==> src/rtl/ising_run_ctrl_pkg.sv <==
// Shared types and size helpers for the annealing run controller.
// Every file that needs the FSM encoding or the coupling-table geometry imports this package.
package ising_run_ctrl_pkg;

    localparam int N_DEF             = 3;
    localparam int NUM_WEIGHTS_DEF   = 5;
    localparam int RESET_CYCLES_DEF  = 16;
    localparam int SAMPLE_CYCLES_DEF = 256;
    localparam int CNT_W_DEF         = 16;

    typedef enum logic [2:0] {
        ST_IDLE   = 3'd0,
        ST_RESET  = 3'd1,
        ST_RUN    = 3'd2,
        ST_SAMPLE = 3'd3,
        ST_DONE   = 3'd4
    } state_t;

    // One coupling register per unordered oscillator pair.
    function automatic int num_pairs(input int n);
        return (n * (n - 1)) / 2;
    endfunction

    function automatic int wbits(input int num_weights);
        return (num_weights > 1) ? $clog2(num_weights) : 1;
    endfunction

    function automatic int addr_bits(input int n);
        return (num_pairs(n) > 1) ? $clog2(num_pairs(n)) : 1;
    endfunction

endpackage

==> src/rtl/ising_run_ctrl_if.sv <==
// Host-side configuration and run-control bundle of the annealing run controller.
// The host drives it through the master modport; the controller uses the slave modport.
interface ising_run_ctrl_if #(
    parameter int N     = 3,
    parameter int AW    = 2,
    parameter int WBITS = 3,
    parameter int CNT_W = 16
);
    logic             cfg_we;
    logic [AW-1:0]    cfg_addr;
    logic [WBITS-1:0] cfg_wdata;
    logic             start;
    logic             abort;
    logic [CNT_W-1:0] run_cycles;
    logic             busy;
    logic             done;
    logic [N-1:0]     spins;

    modport master (
        output cfg_we, cfg_addr, cfg_wdata, start, abort, run_cycles,
        input  busy, done, spins
    );

    modport slave (
        input  cfg_we, cfg_addr, cfg_wdata, start, abort, run_cycles,
        output busy, done, spins
    );
endinterface

==> src/rtl/ising_run_ctrl_osc_sync.sv <==
// Two-flop synchronizer bank that brings the free-running oscillator outputs into the clk domain.
module osc_sync #(
    parameter int W = 1
) (
    input  logic         clk,
    input  logic         rstn,
    input  logic [W-1:0] d,
    output logic [W-1:0] q
);
    logic [W-1:0] meta_r;
    logic [W-1:0] sync_r;

    // Two-stage capture; only the second stage is ever observed.
    always_ff @(posedge clk or negedge rstn) begin
        if (!rstn) begin
            meta_r <= {W{1'b0}};
            sync_r <= {W{1'b0}};
        end else begin
            meta_r <= d;
            sync_r <= meta_r;
        end
    end

    assign q = sync_r;
endmodule

==> src/rtl/ising_run_ctrl.sv <==
// Annealing run sequencer: stores pair couplings, holds/releases the oscillator core,
// then votes each oscillator's phase against oscillator 0 over a fixed window to decode spins.
module ising_run_ctrl
    import ising_run_ctrl_pkg::*;
#(
    parameter  int N             = N_DEF,
    parameter  int NUM_WEIGHTS   = NUM_WEIGHTS_DEF,
    parameter  int RESET_CYCLES  = RESET_CYCLES_DEF,
    parameter  int SAMPLE_CYCLES = SAMPLE_CYCLES_DEF,
    parameter  int CNT_W         = CNT_W_DEF,
    localparam int WBITS         = wbits(NUM_WEIGHTS),
    localparam int NP            = num_pairs(N),
    localparam int AW            = addr_bits(N)
) (
    input  logic                clk,
    input  logic                rstn,
    ising_run_ctrl_if.slave     host,
    output logic                core_rstn,
    output logic [WBITS*NP-1:0] core_weights,
    input  logic [N-1:0]        osc_in
);
    localparam int               AGW         = $clog2(SAMPLE_CYCLES + 1);
    localparam logic [CNT_W-1:0] CNT_ZERO    = {CNT_W{1'b0}};
    localparam logic [CNT_W-1:0] CNT_ONE     = CNT_W'(1);
    localparam logic [CNT_W-1:0] RESET_LAST  = CNT_W'(RESET_CYCLES - 1);
    localparam logic [CNT_W-1:0] SAMPLE_LAST = CNT_W'(SAMPLE_CYCLES - 1);
    localparam logic [AGW-1:0]   AGREE_HALF  = AGW'(SAMPLE_CYCLES / 2);
    localparam logic [AW:0]      NP_LIM      = (AW + 1)'(NP);

    state_t           state_r, state_s;
    logic [CNT_W-1:0] cnt_r, cnt_s;
    logic [CNT_W-1:0] run_len_r, run_len_s;
    logic [AGW-1:0]   agree_r [1:N-1];
    logic [AGW-1:0]   agree_s [1:N-1];
    logic             core_rstn_r, core_rstn_s;
    logic             busy_r, busy_s;
    logic             done_r, done_s;
    logic [N-1:0]     spins_r, spins_s;
    logic [WBITS-1:0] weights_r [NP];
    logic [N-1:0]     osc_sync_s;

    osc_sync #(.W(N)) u_osc_sync (
        .clk  (clk),
        .rstn (rstn),
        .d    (osc_in),
        .q    (osc_sync_s)
    );

    // Majority vote against the reference oscillator; a tie decodes as anti-aligned.
    function automatic logic spin_of(input logic [AGW-1:0] agree);
        return (agree > AGREE_HALF) ? 1'b0 : 1'b1;
    endfunction

    // Run sequencing, agreement counting and next values of the registered outputs.
    always_comb begin
        state_s     = state_r;
        cnt_s       = cnt_r;
        run_len_s   = run_len_r;
        core_rstn_s = core_rstn_r;
        done_s      = 1'b0;
        spins_s     = spins_r;
        for (int i = 1; i < N; i++) begin
            agree_s[i] = (state_r == ST_SAMPLE)
                       ? agree_r[i] + {{(AGW-1){1'b0}}, (osc_sync_s[i] == osc_sync_s[0])}
                       : {AGW{1'b0}};
        end
        if ((state_r != ST_IDLE) && host.abort) begin
            state_s     = ST_IDLE;
            cnt_s       = CNT_ZERO;
            core_rstn_s = 1'b0;
        end else begin
            case (state_r)
                ST_IDLE: begin
                    if (host.start) begin
                        state_s     = ST_RESET;
                        cnt_s       = CNT_ZERO;
                        run_len_s   = host.run_cycles;
                        core_rstn_s = 1'b0;
                    end else begin
                        cnt_s = CNT_ZERO;
                    end
                end
                ST_RESET: begin
                    if (cnt_r == RESET_LAST) begin
                        state_s     = (run_len_r == CNT_ZERO) ? ST_SAMPLE : ST_RUN;
                        cnt_s       = CNT_ZERO;
                        core_rstn_s = 1'b1;
                    end else begin
                        cnt_s = cnt_r + CNT_ONE;
                    end
                end
                ST_RUN: begin
                    if (cnt_r == run_len_r - CNT_ONE) begin
                        state_s = ST_SAMPLE;
                        cnt_s   = CNT_ZERO;
                    end else begin
                        cnt_s = cnt_r + CNT_ONE;
                    end
                end
                ST_SAMPLE: begin
                    if (cnt_r == SAMPLE_LAST) begin
                        state_s    = ST_DONE;
                        cnt_s      = CNT_ZERO;
                        done_s     = 1'b1;
                        spins_s[0] = 1'b0;
                        // agree_s already holds the final window sample.
                        for (int i = 1; i < N; i++) begin
                            spins_s[i] = spin_of(agree_s[i]);
                        end
                    end else begin
                        cnt_s = cnt_r + CNT_ONE;
                    end
                end
                ST_DONE: begin
                    state_s = ST_IDLE;
                    cnt_s   = CNT_ZERO;
                end
                default: begin
                    state_s     = ST_IDLE;
                    cnt_s       = CNT_ZERO;
                    core_rstn_s = 1'b0;
                end
            endcase
        end
        busy_s = (state_s != ST_IDLE);
    end

    // State, counters and registered outputs.
    always_ff @(posedge clk or negedge rstn) begin
        if (!rstn) begin
            state_r     <= ST_IDLE;
            cnt_r       <= CNT_ZERO;
            run_len_r   <= CNT_ZERO;
            core_rstn_r <= 1'b0;
            busy_r      <= 1'b0;
            done_r      <= 1'b0;
            spins_r     <= {N{1'b0}};
            for (int i = 1; i < N; i++) begin
                agree_r[i] <= {AGW{1'b0}};
            end
        end else begin
            state_r     <= state_s;
            cnt_r       <= cnt_s;
            run_len_r   <= run_len_s;
            core_rstn_r <= core_rstn_s;
            busy_r      <= busy_s;
            done_r      <= done_s;
            spins_r     <= spins_s;
            for (int i = 1; i < N; i++) begin
                agree_r[i] <= agree_s[i];
            end
        end
    end

    // Coupling table: host writes land only while idle and only to existing pairs.
    always_ff @(posedge clk or negedge rstn) begin
        if (!rstn) begin
            for (int k = 0; k < NP; k++) begin
                weights_r[k] <= {WBITS{1'b0}};
            end
        end else if (host.cfg_we && (state_r == ST_IDLE) && ({1'b0, host.cfg_addr} < NP_LIM)) begin
            weights_r[host.cfg_addr] <= host.cfg_wdata;
        end
    end

    // Flatten the coupling table onto the core's weight bus.
    always_comb begin
        core_weights = {(WBITS*NP){1'b0}};
        for (int k = 0; k < NP; k++) begin
            core_weights[k*WBITS +: WBITS] = weights_r[k];
        end
    end

    assign core_rstn  = core_rstn_r;
    assign host.busy  = busy_r;
    assign host.done  = done_r;
    assign host.spins = spins_r;
endmodule

==> src/flat_wrapper.sv <==
// flat-port wrapper written by rule: the top's interface ports become plain ports
module ising_run_ctrl_flat import ising_run_ctrl_pkg::*;
#(
    parameter  int N             = N_DEF,
    parameter  int NUM_WEIGHTS   = NUM_WEIGHTS_DEF,
    parameter  int RESET_CYCLES  = RESET_CYCLES_DEF,
    parameter  int SAMPLE_CYCLES = SAMPLE_CYCLES_DEF,
    parameter  int CNT_W         = CNT_W_DEF,
    localparam int WBITS         = wbits(NUM_WEIGHTS),
    localparam int NP            = num_pairs(N),
    localparam int AW            = addr_bits(N)
)
  (clk, rstn, core_rstn, core_weights, osc_in, host_cfg_we, host_cfg_addr, host_cfg_wdata, host_start, host_abort, host_run_cycles, host_busy, host_done, host_spins);
  ising_run_ctrl_if #(.N(N), .AW(2), .WBITS(3), .CNT_W(CNT_W)) host_i ();
  input  logic clk;
  input  logic rstn;
  output logic core_rstn;
  output logic [WBITS*NP-1:0] core_weights;
  input  logic [N-1:0] osc_in;
  input wire logic [$bits(host_i.cfg_we)-1:0] host_cfg_we;
  input wire logic [$bits(host_i.cfg_addr)-1:0] host_cfg_addr;
  input wire logic [$bits(host_i.cfg_wdata)-1:0] host_cfg_wdata;
  input wire logic [$bits(host_i.start)-1:0] host_start;
  input wire logic [$bits(host_i.abort)-1:0] host_abort;
  input wire logic [$bits(host_i.run_cycles)-1:0] host_run_cycles;
  output wire logic [$bits(host_i.busy)-1:0] host_busy;
  output wire logic [$bits(host_i.done)-1:0] host_done;
  output wire logic [$bits(host_i.spins)-1:0] host_spins;
  assign host_i.cfg_we = host_cfg_we;
  assign host_i.cfg_addr = host_cfg_addr;
  assign host_i.cfg_wdata = host_cfg_wdata;
  assign host_i.start = host_start;
  assign host_i.abort = host_abort;
  assign host_i.run_cycles = host_run_cycles;
  assign host_busy = host_i.busy;
  assign host_done = host_i.done;
  assign host_spins = host_i.spins;
  ising_run_ctrl #(.N(N), .NUM_WEIGHTS(NUM_WEIGHTS), .RESET_CYCLES(RESET_CYCLES), .SAMPLE_CYCLES(SAMPLE_CYCLES), .CNT_W(CNT_W)) u_core (.clk(clk), .rstn(rstn), .host(host_i), .core_rstn(core_rstn), .core_weights(core_weights), .osc_in(osc_in));
endmodule
==> config.mk <==
export PLATFORM = sky130hd
export DESIGN_NAME = ising_run_ctrl_flat
export DESIGN_NICKNAME = d
export VERILOG_FILES = /design/src/rtl/ising_run_ctrl_pkg.sv /design/src/rtl/ising_run_ctrl_if.sv /design/src/rtl/ising_run_ctrl_osc_sync.sv /design/src/rtl/ising_run_ctrl.sv /design/src/flat_wrapper.sv
export SDC_FILE = /design/constraint.sdc
export NUM_CORES = 1
export LEC_CHECK = 0
export BUFFER_PORTS_ARGS = -buffer_cell sky130_fd_sc_hd__buf_2
export CORE_MARGIN = 1
export CORE_UTILIZATION = 36
export CTS_CLUSTER_DIAMETER = 50
export DETAILED_ROUTE_END_ITERATION = 12
export SYNTH_ARGS = -nofsm -noshare
export SYNTH_HDL_FRONTEND = slang
export SYNTH_SLANG_ARGS = --single-unit
==> constraint.sdc <==
create_clock -name clk -period 2.5 [get_ports clk]
set_clock_uncertainty 0.1 [all_clocks]
set_input_delay 0.5 -clock clk [delete_from_list [all_inputs] [get_ports clk]]
set_output_delay 0.5 -clock clk [all_outputs]
set_load 0.005 [all_outputs]
* Word-level counts from Yosys, hierarchy flattened
Cells that the tools add are included.
Word-level totals: word-level logic and storage cells 75, register bits 73, input port bits 29, output and inout port bits 15
Cells by class: eq/ne operators 12, bitwise operators 2, muxes and demuxes 26, $lt $le $gt $ge 5, reduce and logical (&&, ||, !) cells 12, add/sub/neg operators 4
Operators by type and width (number):
- $mux 16 | 4
- $pmux 16 s3 | 1
- $add 9x1->9 | 2
- $gt 9x8->1 const B | 2
- $mux 3 | 6
- $mux 9 | 2
- $add 16x1->16 const B | 1
- $eq 16x16->1 | 1
- $eq 16x4->1 const B | 1
- $eq 16x8->1 const B | 1
- $logic_not 16->1 | 1
- $sub 16x1->16 const B | 1
- $pmux 3 s4 | 1
- $bwmux 9 | 1
- $mux 1 | 9
- $reduce_and 3->1 | 3
- $demux 3 s2 | 1
- $eq 3x2->1 const B | 2
- $reduce_bool 3->1 | 2
- $logic_and 1x1->1 | 4
- $eq 3x1->1 const B | 1
- $eq 3x3->1 const B | 1
- $ge 3x3->1 const B | 1
- $logic_not 3->1 | 1
- 10 further kinds | 11

* Depth between registers and ports, before layout
word-level depth 6, depth in mapped cells 12, depth with buffers taken out 10

* Hierarchy
Synthesis repeated with hierarchy kept, for this count alone.
Second synthesis, totals: cells, all modules 384, area, all modules 3837.4 um^2
By module, submodules not included:
- ising_run_ctrl | times used 1, cells an instance 378, area each 3687.3 um^2, seq. area each 1676.6 um^2
- osc_sync | times used 1, cells an instance 6, area each 150.1 um^2, seq. area each 150.1 um^2

* Least setup slack after synthesis
Ideal clock, no wire load.
path type register -> register, start reg u_core.run_len_r[2], end reg u_core.cnt_r[5], slack -0.212 ns, setup time 0.119 ns, data required time 2.281 ns, arrival time 2.493 ns, buffers on the path 2, period minus slack after synthesis 2.712 ns, cell stages (with the launch flop) 10, cells stage by stage dfrtp_1 > buf_6 > or4_4 > or3_4 > or3b_1 > o22ai_2 > o21ai_2 > o31ai_4 > buf_6 > nor2_1
Between the ends: longest elaborated chain between the ends 5
Ends and longest elaborated chain:
- start, declared | RTL line ising_run_ctrl.sv:32 | logic [CNT_W-1:0] run_len_r, run_len_s;
- start signal, assigned | RTL line ising_run_ctrl.sv:144 | run_len_r <= run_len_s;
- $sub 16x1->16 | RTL line ising_run_ctrl.sv:93 | if (cnt_r == run_len_r - CNT_ONE) begin
- $eq 16x16->1 | RTL line ising_run_ctrl.sv:93
- $mux 16 | RTL line ising_run_ctrl.sv:93
- $pmux 16 s3 | RTL line ising_run_ctrl.sv:72 | case (state_r)
- $mux 16 | RTL line ising_run_ctrl.sv:67 | if ((state_r != ST_IDLE) && host.abort) begin
- named net u_core.cnt_s[5] | RTL line ising_run_ctrl.sv:31 | logic [CNT_W-1:0] cnt_r, cnt_s;
- end signal, assigned | RTL line ising_run_ctrl.sv:143 | cnt_r <= cnt_s;
- end, declared | RTL line ising_run_ctrl.sv:31
The timed path passes the listed nets, and every way through them passes these cells. A chain may end at the register's enable or synchronous reset.

* Final worst setup path
start reg u_core.run_len_r[5], end reg u_core.cnt_r[4]
Same word-level chain as after synthesis.

==> flow_summary.yaml <==
floorplanning:
  io_pins: 44
  die_h_um: 106
  die_area_um2: 11300
  die_x_um: 106
  core_um2: 10500
  rows: 37
  start_util: 0.375
yosys:
  synth_edf_count: 0
  yosysSeqAreaShare: 0.465
  syn_nets: 433
  synthCells: 398
  ys_types: 59
  synth-seq-cells: 73
  synth-main-ff-cell: "dfrtp_1"
  syn_area_um2: 3930
  synth_area_per_cell_um2: 9.86
  async_flop_share: 1.00
  yosysWarnings: 0
place:
  io_buffers: 42
  place_congestion: 0.865
  place_ws_ns: -0.129
  dp_hpwl_mm: 6.13
clocking:
  clk_pin_slew_ns: 0.08
  cts_tree: "built"
  htree_levels: 3
  cts_buffer_depth: 2
  cts.sinks: 73
  cts_root_buf: "clkbuf_8"
  clock_latency_ns: 0.36
  numCtsBuffers: 9
global_routing:
  grtUsageTotal: 0.161
  grt_start_max_net_pins: 44
  grt_pass1_vias: 3067
  grt_antenna_before_repair: 0
  grt_overflow: 0
  grt_pass1_wl_mm: 14.3
sta:
  slew-limit-headroom: 0.625
  timing.fmax_mhz: 377
  drv_slew: 0
  worst_pin_slew_ns: 0.563
  fin_crit_sh: 1.06
  rsz0062_at_grt: "true"
  fin_ws_ns: -0.154
  period_needed_ns: 2.65
  setup_viol: 17
  hold_viol: 0
power_and_ir_drop:
  power_density_nw_per_um2: 871
  p_leak_nw: 2.04
  vdd_drop_max_v: 0.000446
setup_path:
  required_ns: 2.65
  crit_fanout: 14
  slowest_stage: "or4_4"
  crit_path_max_incr_delay_ns: 0.58
  critPathKind: "flop to flop"
  arrival_ns: 2.80
  cp-end-kind: "flop"
  start_kind: "flop"
  crit_path_cell_trace: "or4_4 > or3_4 > or3b_1 > o22ai_2 > o21ai_2 > o31ai_4 > buf_12 > nor2_1"
layout:
  area_delta_synth_final_pct: 20.2
  utilization: 0.451
  final_common_cell: "dfrtp_1"
  nets: 503
  drive_gt1_frac: 0.271
  num_antenna_cells: 0
  mostFrequentLayoutCells: "dfrtp_1, nor2_1, buf_2, buf_4, nand2_1"
outcome:
  violations: "negative setup slack"
  status: "finished with violations"
routing:
  m1WireLength_mm: 4.01
  drtPass1Iterations: 4
  drtAntennaViolNets: 0
  viasPerCell: 5.01
  drt_iter0_drc: 105
  wl_met2_mm: 3.74
  vias: 3052
  wirelength_mm: 8.25
  drcViolationCount: 0
  wl_met3_um: 378
  wire_per_inst_um: 13.5
  top_layer_used: "met4"
worst_hold_path:
  min_path_type: "input pin to async pin"
run:
  max_cap_violations: 0
-- metal layers --
layer	up-vias	global-route usage
met3	9	0.0435
met5	-	0
met2	57	0.248
met4	0	0.0587
met1	1459	0.217
li1	1527	-
-- power by group --
| part | internal (mW) | total, mW | switching [mW] | leakage, nW |
|---|---|---|---|---|
| clock network | 0.471 | 0.955 | 0.485 | 0.101 |
| logic | 0.819 | 1.59 | 0.767 | 0.992 |
| registers | 1.41 | 1.57 | 0.159 | 0.949 |
-- cell usage after synthesis, drive strengths merged, types with 3 or more instances --
library cell	n	area, µm²
nand4	5	31.3
nand3b	3	22.5
inv	15	56.3
xor2	21	184
clkbuf	11	41.3
o21ai	19	98.8
mux2	23	259
nor4	6	37.5
or3	9	61.3
or2	4	25.0
a21oi	11	55.1
dfrtp	73	1830
or4	6	48.8
nand3	17	85.1
nor2	46	173
and2	8	50.1
nor3	11	55.1
o22ai	5	37.5
buf	6	50.0
nand2	27	101
ha	6	75.1
xnor2	24	210
a21boi	3	22.5
a31oi	4	25.0
-- worst max-delay path, delay by kind of cell, from the launching register on --
family	cells	cell delay, ns
flip-flops	1	0.39
buffers and inverters	1	0.17
AND/OR/NAND/NOR	4	1.43
AO/OA/AOI/OAI	3	0.48
-- sequential cells by signal, summed over array words and instances, names as in the netlist --
register                  count
u_core.agree_r               18
u_core.cnt_r                 16
u_core.run_len_r             16
u_core.core_weights           9
u_core.state_r                3
u_core.u_osc_sync.meta_r      3
u_core.u_osc_sync.q           3
u_core.host.spins             2
u_core.core_rstn              1
u_core.host.busy              1
u_core.host.done              1
-- cell families after synthesis --
family / Yosys count / share of synthesized area
AOI/OAI and AO/OA: 62 / 0.106
xor gates and xnor gates: 45 / 0.100
adders and majority gates: 6 / 0.0191
buffers and inverters: 32 / 0.0376
DFF: 73 / 0.465
muxes: 25 / 0.0711
other: 1 / 0.000955
and+or+nand+nor: 154 / 0.199
-- worst paths after layout --
kind,startpoint,end,slack [ns],depth (start not counted)
min in group clk,osc_in[0],u_core.u_osc_sync.meta_r[0]$_DFF_PN0_,0.14,1
max in group asynchronous,rstn,u_core.run_len_r[8]$_DFFE_PN0P_,1.73,2
max,u_core.run_len_r[5]$_DFFE_PN0P_,u_core.cnt_r[4]$_DFF_PN0_,-0.15,8
max reg2reg,u_core.run_len_r[5]$_DFFE_PN0P_,u_core.cnt_r[4]$_DFF_PN0_,-0.15,8
min reg2reg,u_core.u_osc_sync.meta_r[2]$_DFF_PN0_,u_core.u_osc_sync.q[2]$_DFF_PN0_,0.26,0
min,rstn,u_core.run_len_r[12]$_DFFE_PN0P_,0.03,1
-- repair_timing --
item | CTS | global route
hold buffers | 0 | 0
resized for setup | 0 | 4
endpoints found under the setup margin | 17 | 18
setup buffers | 0 | 0
pin swaps | 1 | 2
-- through the flow --
| stage | power, mW | setup TNS, ns | std cells | cell area [µm²] | hold slack (ns) |
|---|---|---|---|---|---|
| 6_report | 4.11 | -2.18 | 609 | 4720 | 0.0265 |
| 3_5_place_dp | 3.18 | -1.99 | 593 | 4510 | 0.245 |
| 2_1_floorplan | 2.59 | -0.978 | 398 | 3950 | 0.104 |
| 4_1_cts | 4.15 | -2.14 | 609 | 4710 | 0.0307 |
| 3_3_place_gp | 3.14 | -1.19 | 593 | 4510 | 0.234 |
| 5_1_grt | 4.41 | -3.39 | 609 | 4720 | 0.0535 |
-- cell type report --
| class | count | area, µm² |
|---|---|---|
| clock buffers | 9 | 124 |
| clock inverters | 7 | 77.6 |
| fillers | 1064 | 5740 |
| inverters | 15 | 56.3 |
| multi-input cells | 293 | 1970 |
| flip-flops and latches | 73 | 1830 |
| well taps | 136 | 170 |
| repair buffers | 76 | 493 |
Power figures use the tool's default switching activity.
